[config.mk]
export PLATFORM = sky130hd
export DESIGN_NAME = stream_mux_rr
export DESIGN_NICKNAME = d
export VERILOG_FILES = /design/src/rtl/stream_mux_rr.sv
export SDC_FILE = /design/constraint.sdc
export NUM_CORES = 1
export LEC_CHECK = 0
export ABC_AREA = 1
export BUFFER_PORTS_ARGS = -buffer_cell sky130_fd_sc_hd__buf_4
export CAP_MARGIN = 20
export CORE_MARGIN = 2
export CORE_UTILIZATION = 41
export DETAILED_ROUTE_END_ITERATION = 8
export HOLD_SLACK_MARGIN = 0.05
export PLACE_DENSITY = 0.84
export SYNTH_ARGS = -nofsm -noshare
export SYNTH_HDL_FRONTEND = slang
export SYNTH_SLANG_ARGS = --single-unit
[constraint.sdc]
create_clock -name clk -period 1.5 [get_ports clk]
set_input_delay 0.075 -clock clk [delete_from_list [all_inputs] [get_ports clk]]
set_output_delay 0.075 -clock clk [all_outputs]
set_load 0.01 [all_outputs]
[src/rtl/stream_mux_rr.sv]
// N-channel valid/ready stream multiplexer with a one-entry registered output.
// Channel choice is either a fixed select or fair round-robin starting at rr_ptr.
module stream_mux_rr #(
  parameter int WIDTH = 8,
  parameter int NCH   = 4,
  parameter int SELW  = 2
) (
  input  logic                 clk,
  input  logic                 rst,
  input  logic                 mode,
  input  logic [SELW-1:0]      sel,
  input  logic [NCH*WIDTH-1:0] in_data,
  input  logic [NCH-1:0]       in_valid,
  output logic [NCH-1:0]       in_ready,
  output logic [WIDTH-1:0]     out_data,
  output logic [SELW-1:0]      out_ch,
  output logic                 out_valid,
  input  logic                 out_ready
);

  localparam logic [SELW:0] NCH_W = (SELW+1)'(NCH);

  logic [WIDTH-1:0] chan [NCH];
  logic             fix_hit;
  logic             rr_hit;
  logic [SELW-1:0]  rr_ch;
  logic             grant_vld;
  logic [SELW-1:0]  grant_ch;
  logic             load;
  logic             xfer;
  logic [SELW-1:0]  rr_ptr;

  logic [WIDTH-1:0] data_p1;
  logic [SELW-1:0]  ch_p1;
  logic             vld_p1;

  function automatic logic [SELW-1:0] ptr_after(input logic [SELW-1:0] g);
    logic [SELW:0] n;
    n = {1'b0, g} + (SELW+1)'(1);
    if (n >= NCH_W) n = '0;
    return n[SELW-1:0];
  endfunction

  always_comb begin
    for (int k = 0; k < NCH; k++) begin
      chan[k] = in_data[k*WIDTH +: WIDTH];
    end
  end

  // Stage p0: grant decision on current-cycle inputs
  always_comb begin
    fix_hit = 1'b0;
    if ({1'b0, sel} < NCH_W) begin
      fix_hit = in_valid[sel];
    end
  end

  // Scan from the highest offset down so the offset nearest rr_ptr wins.
  always_comb begin
    logic [SELW:0] sum;
    rr_hit = 1'b0;
    rr_ch  = '0;
    sum    = '0;
    for (int i = NCH - 1; i >= 0; i--) begin
      sum = {1'b0, rr_ptr} + (SELW+1)'(i);
      if (sum >= NCH_W) sum = sum - NCH_W;
      if (in_valid[sum[SELW-1:0]]) begin
        rr_hit = 1'b1;
        rr_ch  = sum[SELW-1:0];
      end
    end
  end

  always_comb begin
    grant_vld = mode ? rr_hit : fix_hit;
    grant_ch  = mode ? rr_ch  : sel;
  end

  assign load = !vld_p1 || out_ready;
  assign xfer = load && grant_vld && !rst;

  always_comb begin
    in_ready = '0;
    if (xfer) begin
      in_ready[grant_ch] = 1'b1;
    end
  end

  // Stage p1: output register and round-robin pointer
  always_ff @(posedge clk) begin
    if (rst) begin
      vld_p1  <= 1'b0;
      data_p1 <= '0;
      ch_p1   <= '0;
      rr_ptr  <= '0;
    end else if (xfer) begin
      vld_p1  <= 1'b1;
      data_p1 <= chan[grant_ch];
      ch_p1   <= grant_ch;
      if (mode) begin
        rr_ptr <= ptr_after(grant_ch);
      end
    end else if (out_ready) begin
      vld_p1 <= 1'b0;
    end
  end

  assign out_data  = data_p1;
  assign out_ch    = ch_p1;
  assign out_valid = vld_p1;

endmodule

==> run_results.csv <==
group,metric,value,unit
run_status,outcome,"finished with violations",
run_status,violations,"setup timing",
sta,clock.fmax,494.2,MHz
global_route,grt_max_degree,13,
floorplanning,row_count,18,
layout,final_area,2036,sq um
worst_hold_path,min_from,"out_ready",
routing,dr.pass1.iters,7,
synthesis,synth_top_cell_by_area,"nand3_1",
critical_path,worstSetupPathType,"reg2out",
sta,period_share,134.9,%
synthesis,yosysWarnings,0,
critical_path,worstSetupStartpointType,"flop",
routing,vias,1671,
clocking,cts_htree_levels,1,
sta,period_needed,2023,ps
critical_path,max_stage_delay,380,ps
sta,hold_viol,0,
sta,hold_ws,59.30,ps
synthesis,netlist_area,1106,sq um
critical_path,cp_slowest_cell,"dfxtp_4",
routing,viasPerCell,5.684,
routing,drc,0,
synthesis,ys_async_sr_fraction,0,%
critical_path,required,1420,ps
synthesis,seq_area_frac_synth,23.53,%
global_route,grt_remaining_overflow,0,
place,portBuffers,56,
synthesis,synth_area_leaders,"nand3_1 24%, dfxtp_1 24%, nand2_1 15%, inv_1 5.1%, nand3_2 4.5%",
floorplanning,fp.dieH,55.94,um
clocking,clock_tree.root_cell,"clkbuf_4",
critical_path,critPathMostFrequentCell,"buf_4",
floorplanning,die-width,55.94,um
routing,drtAntennaViolNets,0,
critical_path,path_cells,"buf_6 > nand2_4 > a31oi_1 > buf_4 > a21oi_4 > buf_4 > nor3_2 > buf_4",
pwr,peakVddDrop,0.0006220,V
place,dpl.hpwl,2927,um
sta,finalClockSkew,3.582,ps
critical_path,r2r.worst_path.cells,14,
clocking,worstSkewPairLatency,290,ps
pwr,p_leak,1.053,nW
critical_path,rr_endpoint,"out_data[4]",
floorplanning,die_area,3129,sq um
synthesis,synthFlopType,"dfxtp_1",
floorplanning,start_util,43.85,%
synthesis,synth_cell_types,25,
sta,finalWorstSetupSlack,-523.4,ps
pwr,power_density,782.9,nW/um^2
global_route,grt_pass1_vias,1437,
global_route,track_usage,24.94,%
place,place.gp.congestion,0.9798,
synthesis,synth_top_area_share,23.98,%
sta,drv_slew,0,
layout,area_delta_synth_final,84.05,%
global_route,antenna_found_initial,0,
layout,final_nets,308,
critical_path,end_kind,"output pin",
critical_path,r2r-start,"rr_ptr[0]",
layout,n_fill_cell,179,
synthesis,synth_most_common_cell,"nand3_1",
layout,insertedDiodeCount,0,
sta,slew_headroom,69.09,%
worst_hold_path,whs_path_depth,4,
global_route,grt_first_pass_wirelength,6327,um
floorplanning,pin_count,57,
clocking,clkSinkCount,13,
worst_hold_path,min_to,"out_valid",
clocking,clk_pin_slew_worst_paths,90,ps
routing,avgRoutedWirePerCell,16.75,um
sta,rsz0062_at_grt,"yes",
sta,setup-violations-final,16,
worst_hold_path,hold_class,"in2reg",
job,drv_cap,0,
synthesis,synth_edf_count,0,
floorplanning,core-area,2522,sq um
routing,wirelength,4924,um
sta,fin_tns_setup,-6716,ps
synthesis,synth_nets,220,
synthesis,synthTopCellsByCount,"53 x nand3_1, 44 x nand2_1, 15 x inv_1",
critical_path,worstPathArrival,1950,ps
place,placed_area,1684,sq um
critical_path,regToRegSetupSlack,-510,ps
synthesis,syn_inst,177,
clocking,clock_path_buffers,2,
pwr,total_power,1.594,mW
clocking,cts_tree,"done",
clocking,cts_buffers,3,
synthesis,avgSynthCellArea,6.249,sq um
synthesis,ys_seq_elements,13,
critical_path,cp_max_fo,5,
sta,worst_pin_slew,463.2,ps
layout,drive_gt1_share,53.79,%
routing,drt_iter0_markers,76,
cell usage in the layout (no fill, tap or decap):
master	netlist	routed
nor2_2	0	5
buf_4	1	87
o21ai_1	2	1
dfxtp_4	0	2
clkbuf_4	0	3
o21ai_0	4	3
a31oi_1	1	1
o21ai_4	0	2
nand3_2	5	5
nor3_2	0	2
o21ai_2	1	1
dfxtp_1	13	11
xnor2_4	0	1
inv_2	0	3
o211ai_1	1	1
inv_6	0	1
nand2_2	5	7
nand3_4	0	5
nand2_8	0	1
nor2_1	8	3
dlygate4sd3_1	0	1
clkbuf_1	2	1
inv_1	15	13
nor3_1	3	1
a21oi_2	1	1
a21oi_4	1	2
ha_4	0	1
nand2_4	3	10
nand3_1	53	48
a21oi_1	5	4
buf_6	4	3
nand2_1	44	34
cell type report:
class / count / area (sq um) / area share (%)
flip-flops and latches: 13 / 267.8 / 13.15
repair buffers: 91 / 696.9 / 34.23
multi-input cells: 139 / 938.4 / 46.10
well taps: 30 / 37.54 / 1.844
clock buffers: 4 / 26.28 / 1.291
inverters: 17 / 68.82 / 3.380
worst max path at each step:
| stage | startpoint | cells past startpoint | slack [ps] | end |
|---|---|---|---|---|
| 3_5_place_dp | rr_ptr[1] | 14 | -250 | out_data[5] |
| 2_1_floorplan | rr_ptr[0] | 10 | -80 | rr_ptr[1] |
| 3_3_place_gp | rr_ptr[1] | 14 | -200 | out_data[0] |
| 4_1_cts | rr_ptr[0] | 12 | -440 | in_ready[1] |
| 6_report | rr_ptr[0] | 8 | -520 | in_ready[0] |
| 5_1_grt | rr_ptr[0] | 14 | -620 | out_data[4] |
stage by stage:
step                setup slack (ps)  utilization (%)  instances
global placement              -204.3            66.77        275
floorplan                     -84.62                -        177
CTS                           -444.9            72.82        289
finish                        -523.4            80.70        294
global route                  -618.5            80.70        294
detailed placement            -253.1            66.77        275
cell families (layout without fill, tap and decap cells):
family | after synthesis | in the layout | synth area share, %
fa+ha+maj | 1 | 1 | 1.131
buf+inv | 25 | 112 | 11.88
compound gates | 16 | 16 | 9.277
simple gates | 121 | 121 | 53.39
flops | 13 | 13 | 23.53
xor+xnor | 1 | 1 | 0.7920
metal layers:
layer | wire length, um | GRT usage [%]
met1 | 1859 | 31.45
met4 | 192 | 10.88
met3 | 407 | 5.116
met2 | 2464 | 40.99
met5 | 0 | 0
registers in the layout (all words and copies together), names as in the netlist:
name	flops
out_ch	2
out_data	8
out_valid	1
rr_ptr	2
power by group:
part	switching, mW	internal [mW]	leakage (nW)	total [mW]
Sequential	0.0398	0.399	0.109	0.438
Combinational	0.473	0.440	0.929	0.913
Clock	0.139	0.104	0.0150	0.243
worst max-delay path: cells and delay by family, from the launching register on:
kind / cells / cell delay, ps
buffers and inverters: 4 / 650
flip-flops: 1 / 380
AND/OR/NAND/NOR: 2 / 230
AO/OA/AOI/OAI: 2 / 400
timing repair:
action	CTS	global route
hold endpoints to repair	1	0
gates resized for setup	14	34
pin swaps	7	13
endpoints found under the setup margin	16	17
hold buffers	1	0
buffers inserted	9	5
Power figures use the tool's default switching activity.
